## config.mk

```make
export PLATFORM = sky130hd
export DESIGN_NAME = mux_key_with_default
export DESIGN_NICKNAME = d
export VERILOG_FILES = /design/src/rtl/mux_key_with_default.sv
export SDC_FILE = /design/constraint.sdc
export NUM_CORES = 1
export LEC_CHECK = 0
export ABC_AREA = 1
export BUFFER_PORTS_ARGS = -buffer_cell sky130_fd_sc_hd__buf_2
export CORE_AREA = 2 2 39 41
export DETAILED_ROUTE_END_ITERATION = 8
export DIE_AREA = 0 0 41 43
export GPL_TIMING_DRIVEN = 0
export PLACE_DENSITY = 0.31
export SYNTH_ARGS = -nofsm -noshare
export SYNTH_HDL_FRONTEND = slang
export SYNTH_SLANG_ARGS = --single-unit
```

## constraint.sdc

```tcl
create_clock -name clk -period 2.02 [get_ports clk]
set_input_delay 0.606 -clock clk [delete_from_list [all_inputs] [get_ports clk]]
set_output_delay 0.606 -clock clk [all_outputs]
set_load 0.005 [all_outputs]
```

## src/rtl/mux_key_with_default.sv

```systemverilog
// Key-lookup multiplexer: compares key against a packed (key, data) table and returns the
// OR of matching data words, or default_out on a miss, plus a registered copy with hit flag.
module mux_key_with_default #(
    parameter int NR_KEY   = 2,
    parameter int KEY_LEN  = 1,
    parameter int DATA_LEN = 1
) (
    input  logic                                  clk,
    input  logic                                  rst,
    input  logic [KEY_LEN-1:0]                    key,
    input  logic [DATA_LEN-1:0]                   default_out,
    input  logic [NR_KEY*(KEY_LEN+DATA_LEN)-1:0]  lut,
    output logic [DATA_LEN-1:0]                   out,
    output logic                                  hit,
    output logic [DATA_LEN-1:0]                   out_q,
    output logic                                  hit_q
);

    localparam int PAIR = KEY_LEN + DATA_LEN;

    logic [DATA_LEN-1:0] or_data;
    logic                hit_d;
    logic [DATA_LEN-1:0] out_d;

    // Match is folded in with AND/OR rather than if, so unknown key bits propagate.
    always_comb begin
        hit_d   = 1'b0;
        or_data = '0;
        for (int unsigned i = 0; i < NR_KEY; i++) begin
            logic match;
            match   = (lut[i*PAIR+DATA_LEN +: KEY_LEN] == key);
            hit_d   = hit_d | match;
            or_data = or_data | ({DATA_LEN{match}} & lut[i*PAIR +: DATA_LEN]);
        end
        out_d = hit_d ? or_data : default_out;
    end

    assign out = out_d;
    assign hit = hit_d;

    always_ff @(posedge clk or posedge rst) begin
        if (rst) begin
            out_q <= '0;
            hit_q <= 1'b0;
        end else begin
            out_q <= out_d;
            hit_q <= hit_d;
        end
    end

endmodule

```

==> After elaboration in Yosys (flattened, before gate mapping) <==
Cells that the tools add are included.
{ "classes": {"n_mux": 1, "bitwise": 4, "eq_ne": 2} }
{ "op_table": {"columns": ["cell", "n"], "rows": [
  ["1-bit bitwise AND", 2],
  ["1-bit equality test", 2],
  ["1-bit bitwise OR", 2],
  ["1-bit two-way mux", 1]
]} }
{ "totals": {"output_inout_bits": 4, "ff_bits": 2} }

==> Logic depth before layout (Yosys ltp) <==
Gate-level depths: netlist of run 1.
{ "depth": {"word_depth": 4, "mapped_depth": 6, "depth_no_buf": 6} }

==> Worst setup path after synthesis of run 1 <==
OpenSTA, ideal clock, no wires.
{ "synth_timing": {"path_type": "input -> output", "startpoint": "input port key", "endpoint": "output port out", "stages": 5, "path_slack_ns": 0.509, "path_buffers": 0, "t_arrival_ns": 0.905, "cell_sequence": "inv_2 > nand2_2 > nand2_1 > nand3_1 > nand2_1"} }
{ "synth_between": {"elab_chain_len": 4, "elab_cells_between_ends": 7, "classes_between": "2 x eq/ne; 1 x mux; 4 x bitwise"} }
{ "synth_lines": {"columns": ["element", "line", "text"], "rows": [
  ["start: declaration", "10", "input logic [KEY_LEN-1:0] key,"],
  ["1-bit equality test", "31", "match = (lut[i*PAIR+DATA_LEN +: KEY_LEN] == key);"],
  ["1-bit bitwise AND", "33", "or_data = or_data | ({DATA_LEN{match}} & lut[i*PAIR +: DATA_LEN]);"],
  ["1-bit bitwise OR", "33", null],
  ["1-bit two-way mux *", "35", "out_d = hit_d ? or_data : default_out;"],
  ["end: declaration", "13", "output logic [DATA_LEN-1:0] out,"]
]} }
Every way passes the cells marked *; elsewhere a longest branch is shown, timed or not.

==> Worst setup path after layout of run 1 <==
Ends and elaborated chain as after synthesis.

==> summary.txt, run 1 <==
Run status
  – Outcome: finished clean

Logic synthesis
  – Yosys top cell area share: 41.7%
  – Number of synthesized flops with an enable pin: 0
  – Most frequent cells after synthesis: nand2_1 (8), inv_1 (4), nand3_1 (3)
  – Post-synth ARST share: 100%
  – Ys Warns: 0
  – Synthesis-stage register bit count: 2
  – Cell area after synthesis: 120 sq um
  – Distinct cell type count after synthesis: 6
  – Leading cell types by total area after synthesis: dfrtp_1 (42%), nand2_1 (25%), nand3_1 (13%), inv_1 (13%), nand2_2 (5.2%)
  – Post-synth net total: 27
  – Most frequent cell after synthesis: nand2_1
  – Top FF cell, synth: dfrtp_1
  – Post-Syn Area per Cell: 6.32 sq um
  – Area leader, netlist: dfrtp_1
  – Synth Instances: 19
  – Post-synthesis sequential area ratio: 41.7%

Critical path
  – Crit Path Category: in -> out
  – Setup crit end: out
  – Critical Path Source: key
  – WP data required: 1410 ps
  – Worst setup EP type: output pin
  – Crit start category: input port
  – Crit Path Max Fanout: 3
  – Crit path arrival time: 1180 ps

Placed design
  – Final HPWL DP: 275 microns
  – Routability congestion estimate: 0.680
  – Port Buffer Count: 11

Detailed routing
  – Initial DRC count: 1
  – Routed WL: 320 microns
  – Antenna Nets Post-Route: 0
  – Detailed Routing Iterations Pass 1: 2
  – Vias: 149
  – Post-route DRC: 0
  – DR WL/cell: 6.53 microns
  – Vias per inst: 3.04

Floorplanning
  – Ports: 12
  – Initial core utilization: 8.68%
  – Rows: 14
  – Die area: 1760 sq um
  – Die W: 41 microns
  – Chip height: 43 microns
  – Core footprint: 1380 sq um

Global routing
  – GRT overflow: 0
  – Vias in the first global route: 135
  – Initial antenna violation count: 0
  – Global-route wire length before repair: 441 microns
  – All-Layer GR Usage: 4.30%
  – Largest net degree at the start of global routing: 4

Pwr
  – Clock power frac: 54.5%
  – Combinational Power Share: 18.0%
  – Switching Fraction: 23.5%
  – Internal power: 0.123 mW
  – Sequential Power Share: 27.5%
  – Power Density: 741 nW/um^2
  – P_leak: 0.134 nW
  – P_sw: 0.0379 mW
  – Maximum vdd ir drop: 66.2 uV

Run
  – Maxcap violations: 0

CTS
  – CTS sink cnt: 2
  – H-tree depth: 1
  – Clk buf depth: 2
  – Root Driver: clkbuf_4
  – CTS buffer count: 3
  – Post-cts resize count: 0
  – Setup Buffers After CTS: 0
  – Cts hold-fix bufs: 0
  – CTS tree: yes
  – Worst-path clk slew: 30 ps

Hold path
  – HP Class: in -> async

Timing
  – FMAX: 559 MHz
  – Period utilization: 88.5%
  – Final hold slack: 227 ps
  – Relative slew slack: 94.8%
  – Setup TNS: 0 ps
  – Worst slew pin tran: 78.5 ps
  – Crit path time final: 1790 ps
  – Setup-failing EPs final: 0
  – Fin. Hold Viols: 0
  – Slew Viols, Final: 0
  – RSZ-0062 raised after global routing: no

Finish
  – Fin nets: 43
  – Diodes inserted: 0
  – Fraction of layout instances using a drive strength above 1: 48.5%
  – Area growth syn-to-layout: 81.3%
worst max-delay path, stage by stage:
cell and delay [ps]:
buf_2 120, inv_2 60, nand2_1 60, nand3_1 70
nand2_1 50, inv_1 40, nand2_1 60, buf_2 130
power groups by stage:
stage                     Sequential, mW  Clock, mW  Combinational, mW
after floorplan                   0.0457          0             0.0125
after global placement            0.0448          0             0.0301
after detailed placement          0.0449          0             0.0298
after CTS                         0.0445     0.0943             0.0298
after global routing              0.0448     0.0968             0.0337
final                             0.0444     0.0878             0.0290
kinds of logic (layout without fill, tap and decap cells):
group                  after synthesis  after routing  synth area share, %
buffers and inverters                5             19                 15.6
DFF                                  2              2                 41.7
and+or+nand+nor                     12             12                 42.7
cells in the final DEF (no fill, tap or decap), drive strengths merged:
cell / n
dfrtp: 2
nand3: 3
inv: 5
buf: 11
nand2: 9
clkbuf: 3
state kept, by name, indices dropped and copies added, names as in the netlist:
name	flops
out_q	1
hit_q	1
final cells by class:
| class | count | area (sq um) |
|---|---|---|
| Clock buffer | 3 | 22.5 |
| Fill cell | 167 | 1170 |
| Inverter | 5 | 18.8 |
| Multi-Input combinational cell | 12 | 51.3 |
| Sequential cell | 2 | 50.0 |
| Tap cell | 16 | 20.0 |
| Timing Repair Buffer | 11 | 55.1 |
stage by stage:
step / instance area, sq um / setup slack (ps) / util [%] / total power [mW] / instances
after global placement: 195 / 204 / 14.1 / 0.0750 / 46
after global routing: 218 / 144 / 15.7 / 0.175 / 49
after floorplan: 120 / 509 / - / 0.0582 / 19
after CTS: 218 / 222 / 15.7 / 0.169 / 49
after detailed placement: 195 / 221 / 14.1 / 0.0747 / 46
final: 218 / 232 / 15.7 / 0.161 / 49
layer usage:
layer	global-route usage, %	wire [microns]	up-vias
met5	0	0	-
met4	8.00	0	0
met3	1.57	29	0
met2	5.00	168	6
met1	3.82	123	60
li1	-	-	83
worst min-delay path by stage:
stage | cells past startpoint | to | slack, ps
after floorplan | 1 | hit_q | 350
after global placement | 2 | out_q | 460
after detailed placement | 2 | out_q | 460
after CTS | 2 | hit_q | 220
after global routing | 2 | out_q | 220
final | 2 | hit_q | 230
Power figures use the tool's default switching activity.
==> inputs of run 2 (changes only) <==
CELL_PAD_IN_SITES_DETAIL_PLACEMENT = 2   (was default)
CELL_PAD_IN_SITES_GLOBAL_PLACEMENT = 2   (was default)
PLACE_DENSITY = 0.53   (was 0.31)
==> summary.txt, run 2 (same netlist as run 1, synthesis figures left out) <==
Run status
  – Outcome: finished clean

Critical path
  – Crit Path Category: in -> out
  – Crit Path Max Fanout: 3
  – Crit path arrival time: 1220 ps
  – Worst setup EP type: output pin
  – Crit start category: input port
  – WP data required: 1410 ps

CTS
  – Clk buf depth: 2
  – CTS buffer count: 3
  – CTS sink cnt: 2
  – Post-cts resize count: 0
  – H-tree depth: 1
  – Root Driver: clkbuf_4
  – Setup Buffers After CTS: 0
  – Worst-path clk slew: 30 ps
  – Cts hold-fix bufs: 0
  – CTS tree: yes

Timing
  – Crit path time final: 1820 ps
  – Final WS setup: 196 ps
  – Setup TNS: 0 ps
  – RSZ-0062 raised after global routing: no
  – Setup-failing EPs final: 0
  – Slew Viols, Final: 0
  – Worst slew pin tran: 82.9 ps
  – Fin. Hold Viols: 0
  – Relative slew slack: 94.5%
  – FMAX: 548 MHz
  – Period utilization: 90.3%

Floorplanning
  – Die W: 41 microns
  – Initial core utilization: 8.68%
  – Die area: 1760 sq um
  – Ports: 12
  – Rows: 14
  – Chip height: 43 microns
  – Core footprint: 1380 sq um

Hold path
  – HP Class: in -> async

Pwr
  – Power Density: 751 nW/um^2
  – Tot Pwr: 0.164 mW
  – Maximum vdd ir drop: 99.7 uV
  – P_leak: 0.134 nW

Finish
  – Fillers: 177
  – Non-Filler Instances: 49
  – Most frequent cells in the layout: buf_2 (11), nand2_1 (8), inv_1 (4)
  – Commonest non-fill, non-tap cell in the layout: buf_2
  – Fin nets: 43
  – Largest registers: hit_q (1), out_q (1)
  – Fraction of layout instances using a drive strength above 1: 48.5%
  – Area growth syn-to-layout: 81.3%
  – Diodes inserted: 0

Detailed routing
  – Vias: 175
  – Vias per inst: 3.57
  – Routed WL: 459 microns
  – Post-route DRC: 0
  – Initial DRC count: 1
  – Detailed Routing Iterations Pass 1: 2
  – Antenna Nets Post-Route: 0
  – DR WL/cell: 9.37 microns

Placed design
  – Final HPWL DP: 388 microns
  – Placed cells: 46
  – Routability congestion estimate: 0.601
  – Port Buffer Count: 11
  – Setup WS pre-CTS: 191 ps

Run
  – Maxcap violations: 0

Global routing
  – Initial antenna violation count: 0
  – All-Layer GR Usage: 7.39%
  – GRT overflow: 0
  – Largest net degree at the start of global routing: 4
  – Global-route wire length before repair: 800 microns
  – Vias in the first global route: 218
==> run 2: cell counts in the layout (fill, tap and decap cells not counted) <==
No cell type changed its count.
==> run 2: area by class of cell <==
cell class | count | area, sq um | share of cell area (%)
clock buffers | 3 | 22.5 | 10.3
inverters | 5 | 18.8 | 8.62
multi-input cells | 12 | 51.3 | 23.6
flip-flops and latches | 2 | 50.0 | 23.0
well taps | 16 | 20.0 | 9.20
repair buffers | 11 | 55.1 | 25.3
==> run 2: worst paths after layout <==
kind                        startpoint    end  slack [ps]  depth (start not counted)
setup / recovery                   key    out         200                          7
hold / removal                     rst  out_q         220                          2
max in group asynchronous          rst  hit_q        1690                          2
min in group clk           default_out  out_q         660                          3
==> run 2: critical path, stage by stage <==
cell	delay, ps
buf_2	120
inv_2	60
nand2_1	70
nand2_1	90
nand3_1	80
nand2_1	90
buf_2	110
==> run 2: metrics by stage <==
step | cell area (sq um) | utilization (%) | hold WS (ps)
after detailed placement | 195 | 14.1 | 460
final | 218 | 15.7 | 223
after global placement | 195 | 14.1 | 452
after CTS | 218 | 15.7 | 220
after global routing | 218 | 15.7 | 227
after floorplan | 120 | - | 347
==> run 2: report_power, final <==
part,internal (mW),switching (mW)
Sequential,0.0438,0.000717
Clock,0.0656,0.0234
Combinational,0.0141,0.0160
Total,0.123,0.0401
==> run 2: layer usage <==
metal	share of wire (%)	routed length [microns]	global-route usage (%)	up-vias
met2	60	274	12.8	9
li1	-	-	-	84
met3	10	46	3.14	4
met5	0	0	0	-
met1	26	118	4.75	78
met4	4.1	19	8.00	0
